==> src/rtl/bnn_threshold_packer.sv <==
// Binarizes an accelerator popcount vector against per-neuron thresholds (folded batch-norm)
// and hands the packed activation word to the next layer over a valid/ready port.
module bnn_threshold_packer #(
    parameter int NUM_PES = 64,
    parameter int ACC_W   = 16,
    parameter int LANES   = 8,
    parameter int ADDR_W  = 6
) (
    input  logic                     clk,
    input  logic                     reset_n,
    input  logic                     acc_done,
    input  logic [NUM_PES*ACC_W-1:0] results_in,
    input  logic                     thr_wr_en,
    input  logic [ADDR_W-1:0]        thr_wr_idx,
    input  logic [ACC_W-1:0]         thr_wr_data,
    input  logic                     thr_wr_inv,
    input  logic                     cfg_addr_load,
    input  logic [ADDR_W-1:0]        cfg_addr,
    output logic                     out_valid,
    input  logic                     out_ready,
    output logic [NUM_PES-1:0]       out_data,
    output logic [ADDR_W-1:0]        out_addr,
    output logic                     busy,
    output logic                     overrun
);

    localparam int GROUPS = NUM_PES / LANES;
    localparam int IDX_W  = (GROUPS > 1) ? $clog2(GROUPS) : 1;
    localparam logic [IDX_W-1:0] LAST_GRP = IDX_W'(GROUPS - 1);

    typedef enum logic [1:0] {IDLE, COMPARE, OUTPUT} state_t;

    state_t             state;
    logic [IDX_W-1:0]   idx;
    logic [ACC_W-1:0]   cap_buf [NUM_PES];
    logic [ACC_W-1:0]   thr_mem [NUM_PES];
    logic [NUM_PES-1:0] inv_mem;
    logic [NUM_PES-1:0] pack_reg;
    logic [NUM_PES-1:0] next_pack;

    function automatic logic [ADDR_W-1:0] lane_neuron(input int lane);
        return ADDR_W'(int'(idx) * LANES + lane);
    endfunction

    function automatic logic lane_bit(input logic [ADDR_W-1:0] n);
        return inv_mem[n] ? (cap_buf[n] < thr_mem[n]) : (cap_buf[n] >= thr_mem[n]);
    endfunction

    always_comb begin
        next_pack = pack_reg;
        for (int l = 0; l < LANES; l++) begin
            next_pack[lane_neuron(l)] = lane_bit(lane_neuron(l));
        end
    end

    // Threshold writes are only honoured in IDLE so a running job sees a frozen table.
    always_ff @(posedge clk or negedge reset_n) begin
        if (!reset_n) begin
            for (int i = 0; i < NUM_PES; i++) begin
                thr_mem[ADDR_W'(i)] <= '0;
            end
            inv_mem <= '0;
        end else if (thr_wr_en && state == IDLE) begin
            thr_mem[thr_wr_idx] <= thr_wr_data;
            inv_mem[thr_wr_idx] <= thr_wr_inv;
        end
    end

    always_ff @(posedge clk) begin
        if (state == IDLE && acc_done) begin
            for (int i = 0; i < NUM_PES; i++) begin
                cap_buf[ADDR_W'(i)] <= results_in[i*ACC_W +: ACC_W];
            end
        end
    end

    always_ff @(posedge clk or negedge reset_n) begin
        if (!reset_n) begin
            state     <= IDLE;
            idx       <= '0;
            pack_reg  <= '0;
            out_valid <= 1'b0;
            out_data  <= '0;
            out_addr  <= '0;
            overrun   <= 1'b0;
        end else begin
            if (acc_done && state != IDLE) begin
                overrun <= 1'b1;
            end
            case (state)
                IDLE: begin
                    if (acc_done) begin
                        idx   <= '0;
                        state <= COMPARE;
                    end
                end
                COMPARE: begin
                    pack_reg <= next_pack;
                    idx      <= idx + 1'b1;
                    if (idx == LAST_GRP) begin
                        out_data  <= next_pack;
                        out_valid <= 1'b1;
                        state     <= OUTPUT;
                    end
                end
                OUTPUT: begin
                    if (out_ready) begin
                        out_valid <= 1'b0;
                        state     <= IDLE;
                    end
                end
                default: state <= IDLE;
            endcase
            // An explicit load overrides the post-handshake increment.
            if (cfg_addr_load) begin
                out_addr <= cfg_addr;
            end else if (state == OUTPUT && out_ready) begin
                out_addr <= out_addr + 1'b1;
            end
        end
    end

    assign busy = (state != IDLE);

endmodule

==> config.mk <==
export PLATFORM = sky130hd
export DESIGN_NAME = bnn_threshold_packer
export DESIGN_NICKNAME = d
export VERILOG_FILES = /design/src/rtl/bnn_threshold_packer.sv
export SDC_FILE = /design/constraint.sdc
export NUM_CORES = 2
export LEC_CHECK = 0
export BUFFER_PORTS_ARGS = -buffer_cell sky130_fd_sc_hd__buf_2
export CAP_MARGIN = 25
export CELL_PAD_IN_SITES_DETAIL_PLACEMENT = 1
export CELL_PAD_IN_SITES_GLOBAL_PLACEMENT = 1
export CORE_ASPECT_RATIO = 0.9
export CORE_MARGIN = 1
export CORE_UTILIZATION = 28
export CTS_CLUSTER_SIZE = 30
export DETAILED_ROUTE_END_ITERATION = 10
export PLACE_DENSITY_LB_ADDON = 0.1
export SKIP_CTS_REPAIR_TIMING = 1
export SYNTH_ARGS = -nofsm -noshare
export SYNTH_HDL_FRONTEND = slang
export SYNTH_SLANG_ARGS = --single-unit
==> constraint.sdc <==
create_clock -name clk -period 63 [get_ports clk]
set_input_delay 12.6 -clock clk [delete_from_list [all_inputs] [get_ports clk]]
set_output_delay 12.6 -clock clk [all_outputs]
set_load 0.01 [all_outputs]
**Yosys cells after proc, flatten, opt, wreduce, memory -nomap -nowiden**

Memories as Yosys holds them, arrays and structs flattened.
Cells that the tools add are included.

- Bits in writable memories: 1024
- Bits in registers: 1229
- Memories kept: 1

- Reduce and logical (&&, ||, !) cells: 24
- Equal/unequal tests: 6
- $add $sub $neg: 9
- Mux-type cells: 91
- Bitwise operators: 9
- Magnitude comparators: 44

Memories:

| name | depth | bits a word | rd ports | clocked after Yosys merged registers in | write ports | RTL line | RTL |
|---|---|---|---|---|---|---|---|
| cap_buf | 64 | 16 | 8 | 0 | 64 | 35 | `logic [ACC_W-1:0] cap_buf [NUM_PES];` |

Operators by type and width:

| cell | number |
|---|---|
| 1024-bit bitwise mux | 1 |
| 16-bit binary-select mux with 6-bit select | 8 |
| 64-bit bitwise mux | 9 |
| 16-bit 2-to-1 mux | 17 |
| 16-bit >= comparator | 8 |
| 16-bit less-than comparator | 8 |
| 16-bit demux with 6-bit select | 1 |
| 7-bit >= comparator (second input constant) | 9 |
| 6-bit by 7-bit less-than comparator with 1-bit output (second input constant) | 9 |
| 6-bit NOT with 7-bit output | 9 |
| 6-bit by 1-bit >= comparator with 1-bit output (second input constant) | 9 |
| 1-bit demux with 6-bit select | 8 |
| 1-bit binary-select mux with 6-bit select | 7 |
| 1-bit 2-to-1 mux | 29 |
| 6-bit by 3-bit adder with 6-bit output (second input constant) | 4 |
| 1-bit logical AND | 14 |
| 6-bit by 1-bit adder with 6-bit output (second input constant) | 2 |
| 6-bit by 2-bit adder with 6-bit output (second input constant) | 2 |
| 6-bit 2-to-1 mux | 2 |
| 2-bit nonzero test | 4 |
| 7-bit by 1-bit less-than comparator with 1-bit output (second input constant) | 1 |
| 2-bit 2-to-1 mux | 3 |
| 2-bit inequality test (second input constant) | 3 |
| 2-bit case mux with 3 select lines | 1 |
| other kinds (12) | 15 |

**Logic depth before layout (Yosys ltp)**

- Word-level depth: 14
- Mapped depth: 16

**Worst setup path after synthesis**

No wires, ideal clock.

- Kind: input-to-reg
- From: input acc_done
- To: memory cap_buf[0][0], enable pin
- Setup time: 1362 ps
- Arrival time: 32401 ps
- Setup slack: 29237 ps
- Stages: 2
- Path through: nand2_1 inv_1

RTL lines:

| item | RTL line | RTL |
|---|---|---|
| start: declaration | 11 | `input logic acc_done,` |
| end: declaration | 35 |  |

==> run metrics <==
main flop type after synthesis=edfxtp_1; unrepaired setup endpoints after global routing=false; Die Footprint=316000 um2; DRT iter0 DRCs=4301; Reg-to-Reg Start=idx[2]; insertion delay of the later-clocked pin in the worst-skew pair=0.89 ns; final cycle utilization of the critical path=0.2695; Gate Count Post-Synth=5390; run status=completed; count of unique library cells instantiated by Yosys=61; Max Clock Skew=0.04425 ns; residual antenna-violating net count after detailed routing=0; H-tree depth reported by CTS=5; clock slew seen by the registers of the worst setup and hold paths=0.05 ns; launching element type of the critical path=primary input; crit-path cells=buf_2 > nand2_1 > inv_8 > buf_4 > buf_12 > buf_12 > buf_4 > buf_4; Inserted Clock Buffers=268; Pre-Repair DR Iteration Count=6; Post-synth EDFFs=1536; static leakage=41.04 nW; syn_nets=6580; capture point of the critical path=cap_buf[4][5]; WP data required=63.50 ns; Synth Cell Area=87860 um2; Global Route Usage Sum=0.2239; top post-synthesis cells by area=edfxtp_1 (52%), dfrtp_1 (20%), a22oi_1 (8.6%); MaxCap Viol Count=0; root buf cell=clkbuf_16; cell at the slowest stage of the critical path=buf_4; via count of the routed design=56580; number of synthesized register bits=2253; Max stage delay on crit path=0.89 ns; accumulated negative setup slack=0 ns; number of hold violations in the final report=0; Layout fillers=32150; Worst Reg-to-Reg Cells=17; sequential fraction of the synthesis area=0.7292; end of the worst register-to-register path=out_data[53]; measured slew at the worst slew-check pin=1.110 ns; IO Port Bufs=1131; critical-path maximum fanout=162; RD Place Congestion=0.8204; first-pass GRT wire length=494700 um; most used standard cell by instance count after synthesis=edfxtp_1; path category of the worst min-delay check=register to register; max_slew headroom=0.2602; startpoint-to-endpoint class of the critical path=primary input to register; HPWL after detailed placement=245900 um; startpoint of the worst setup timing path=acc_done; count of boundary I/O pins=1132; Avg Synthesized Cell Area=16.30 um2; growth of design area from synthesis to finish=22.59%; data arrival time of the critical path=17.48 ns; final std cells w/o fill=11030; biggest regs=cap_buf: 1024 flops, thr_mem: 1024 flops; category of the worst setup path capture point=register; TritonCTS clock tree=built; number of warnings issued by yosys=0; Sinks on Clock Net=2253; Core Area=311200 um2; fraction of synthesis flops using an asynchronous set or reset pin=0.3182; min cycle time layout=16.98 ns; final number of max-transition violations=0; y dimension of the die=533.4 um; path length in cells of the critical path=8; number of buffer and inverter instances along the worst setup path=7; residual DRC count=0; power density relative to cell area=46.43 nW/um2; setup violators final=0; area share of the largest cell type after synthesis=0.5250; number of antenna violations at the first check in global routing=281; area leader, netlist=edfxtp_1; Placement Rows=194; via/cell ratio=5.130; die boundary width=592.5 um; maximum number of pins on one net before global-route repair=163; total instance count after detailed placement=10430; initial cell density of the core=0.2823; via count of the first global-routing pass=58170; Finished Core Util=0.3461; most frequent cells after synthesis=edfxtp_1 (1536), a22oi_1 (1003), dfrtp_1 (717), mux2_2 (535), clkbuf_1 (244); minimum hold slack=0.4619 ns; number of buffers between clock root and the deepest sink=4; peak ir drop on the vdd network=41.92 uV; most frequent cell on the critical path=buf_4; mean routed wirelength per cell=32.98 um; setup slack of the critical path after layout=46.02 ns; cell type group with the largest total delay on the critical path=buffers and inverters; top achievable clock speed=0.05889 GHz; global-route congestion overflow total=0; setup slack of the most critical reg-to-reg path=55.72 ns; worst slack, placed=45.06 ns; net count of the finished layout=7783; fraction of final layout cells sized beyond drive strength 1=0.3380; total routed wirelength=363700 um; startpoint of the tightest hold check path=overrun
worst register-to-register path: stages, from the launching register on:
cell and delay (ns):
dfrtp_1 0.54, buf_4 0.46, nand2_1 0.30, nor2_4 0.37
buf_4 0.41, buf_4 0.43, buf_4 0.68, buf_4 0.76
a22oi_1 0.29, nand4_1 0.28, ha_1 0.31, and4_1 0.20
a2111oi_0 0.48, nor2_1 0.16, a211oi_1 0.86, mux2i_4 0.18
buf_12 0.22, o21ai_0 0.24
cell families after synthesis:
| group | share of synthesized area |
|---|---|
| XOR/XNOR | 0.0004985 |
| adder cells (fa/ha/maj) | 0.01866 |
| AND/OR/NAND/NOR | 0.04123 |
| AO/OA/AOI/OAI | 0.1136 |
| buffers and inverters | 0.01803 |
| flip-flops | 0.7292 |
| multiplexers | 0.07882 |
metal layers:
metal	wire length, um	track usage	up-vias
li1	-	-	24220
met1	155800	0.2943	29680
met2	177600	0.3793	1852
met3	18970	0.03934	731
met4	10760	0.05942	98
met5	632	0	-
stage by stage:
step	total power, mW	instance area (um2)
after floorplan	2.742	87860
after global placement	3.488	98590
after detailed placement	3.528	98820
after CTS	5.088	107300
after global routing	5.230	107500
final	5.001	107700
layout by cell type, fill, tap and decap left out, types with 49 or more instances in the layout:
cell and count:
edfxtp_1 1536, buf_2 1130, a22oi_1 1003, dfrtp_1 716, mux2_2 535, clkbuf_16 280
nand2_1 170, o21ai_0 165, nand4_1 141, buf_4 138, ha_1 131, diode_2 106
and4_1 91, clkbuf_1 80, nor2_1 67, clkinv_1 50, and3_1 49
cell type report:
class,count,area (um2),share of cell area
Sequential cell,2253,64070,0.5948
Multi-Input combinational cell,2758,22380,0.2078
Clock buffer,376,7527,0.06988
Timing Repair Buffer,1299,7289,0.06768
Tap cell,4116,5150,0.04781
Clock inverter,108,974.7,0.009049
Antenna cell,106,265.3,0.002463
Inverter,13,56.30,0.0005227
report_power, final:
| group | total [mW] | internal [mW] | leakage, nW | switching [mW] |
|---|---|---|---|---|
| logic | 1.62 | 0.475 | 13.2 | 1.14 |
| clock network | 1.54 | 0.900 | 4.13 | 0.640 |
| registers | 1.84 | 1.77 | 23.7 | 0.0737 |
worst min path at each step:
stage	to	slack (ns)	depth (start not counted)
floorplan	pack_reg[0]	0.45	2
global placement	overrun	0.46	1
detailed placement	overrun	0.46	1
CTS	overrun	0.47	1
global route	overrun	0.50	1
finish	overrun	0.46	1
(Power assumes the default switching activity.)
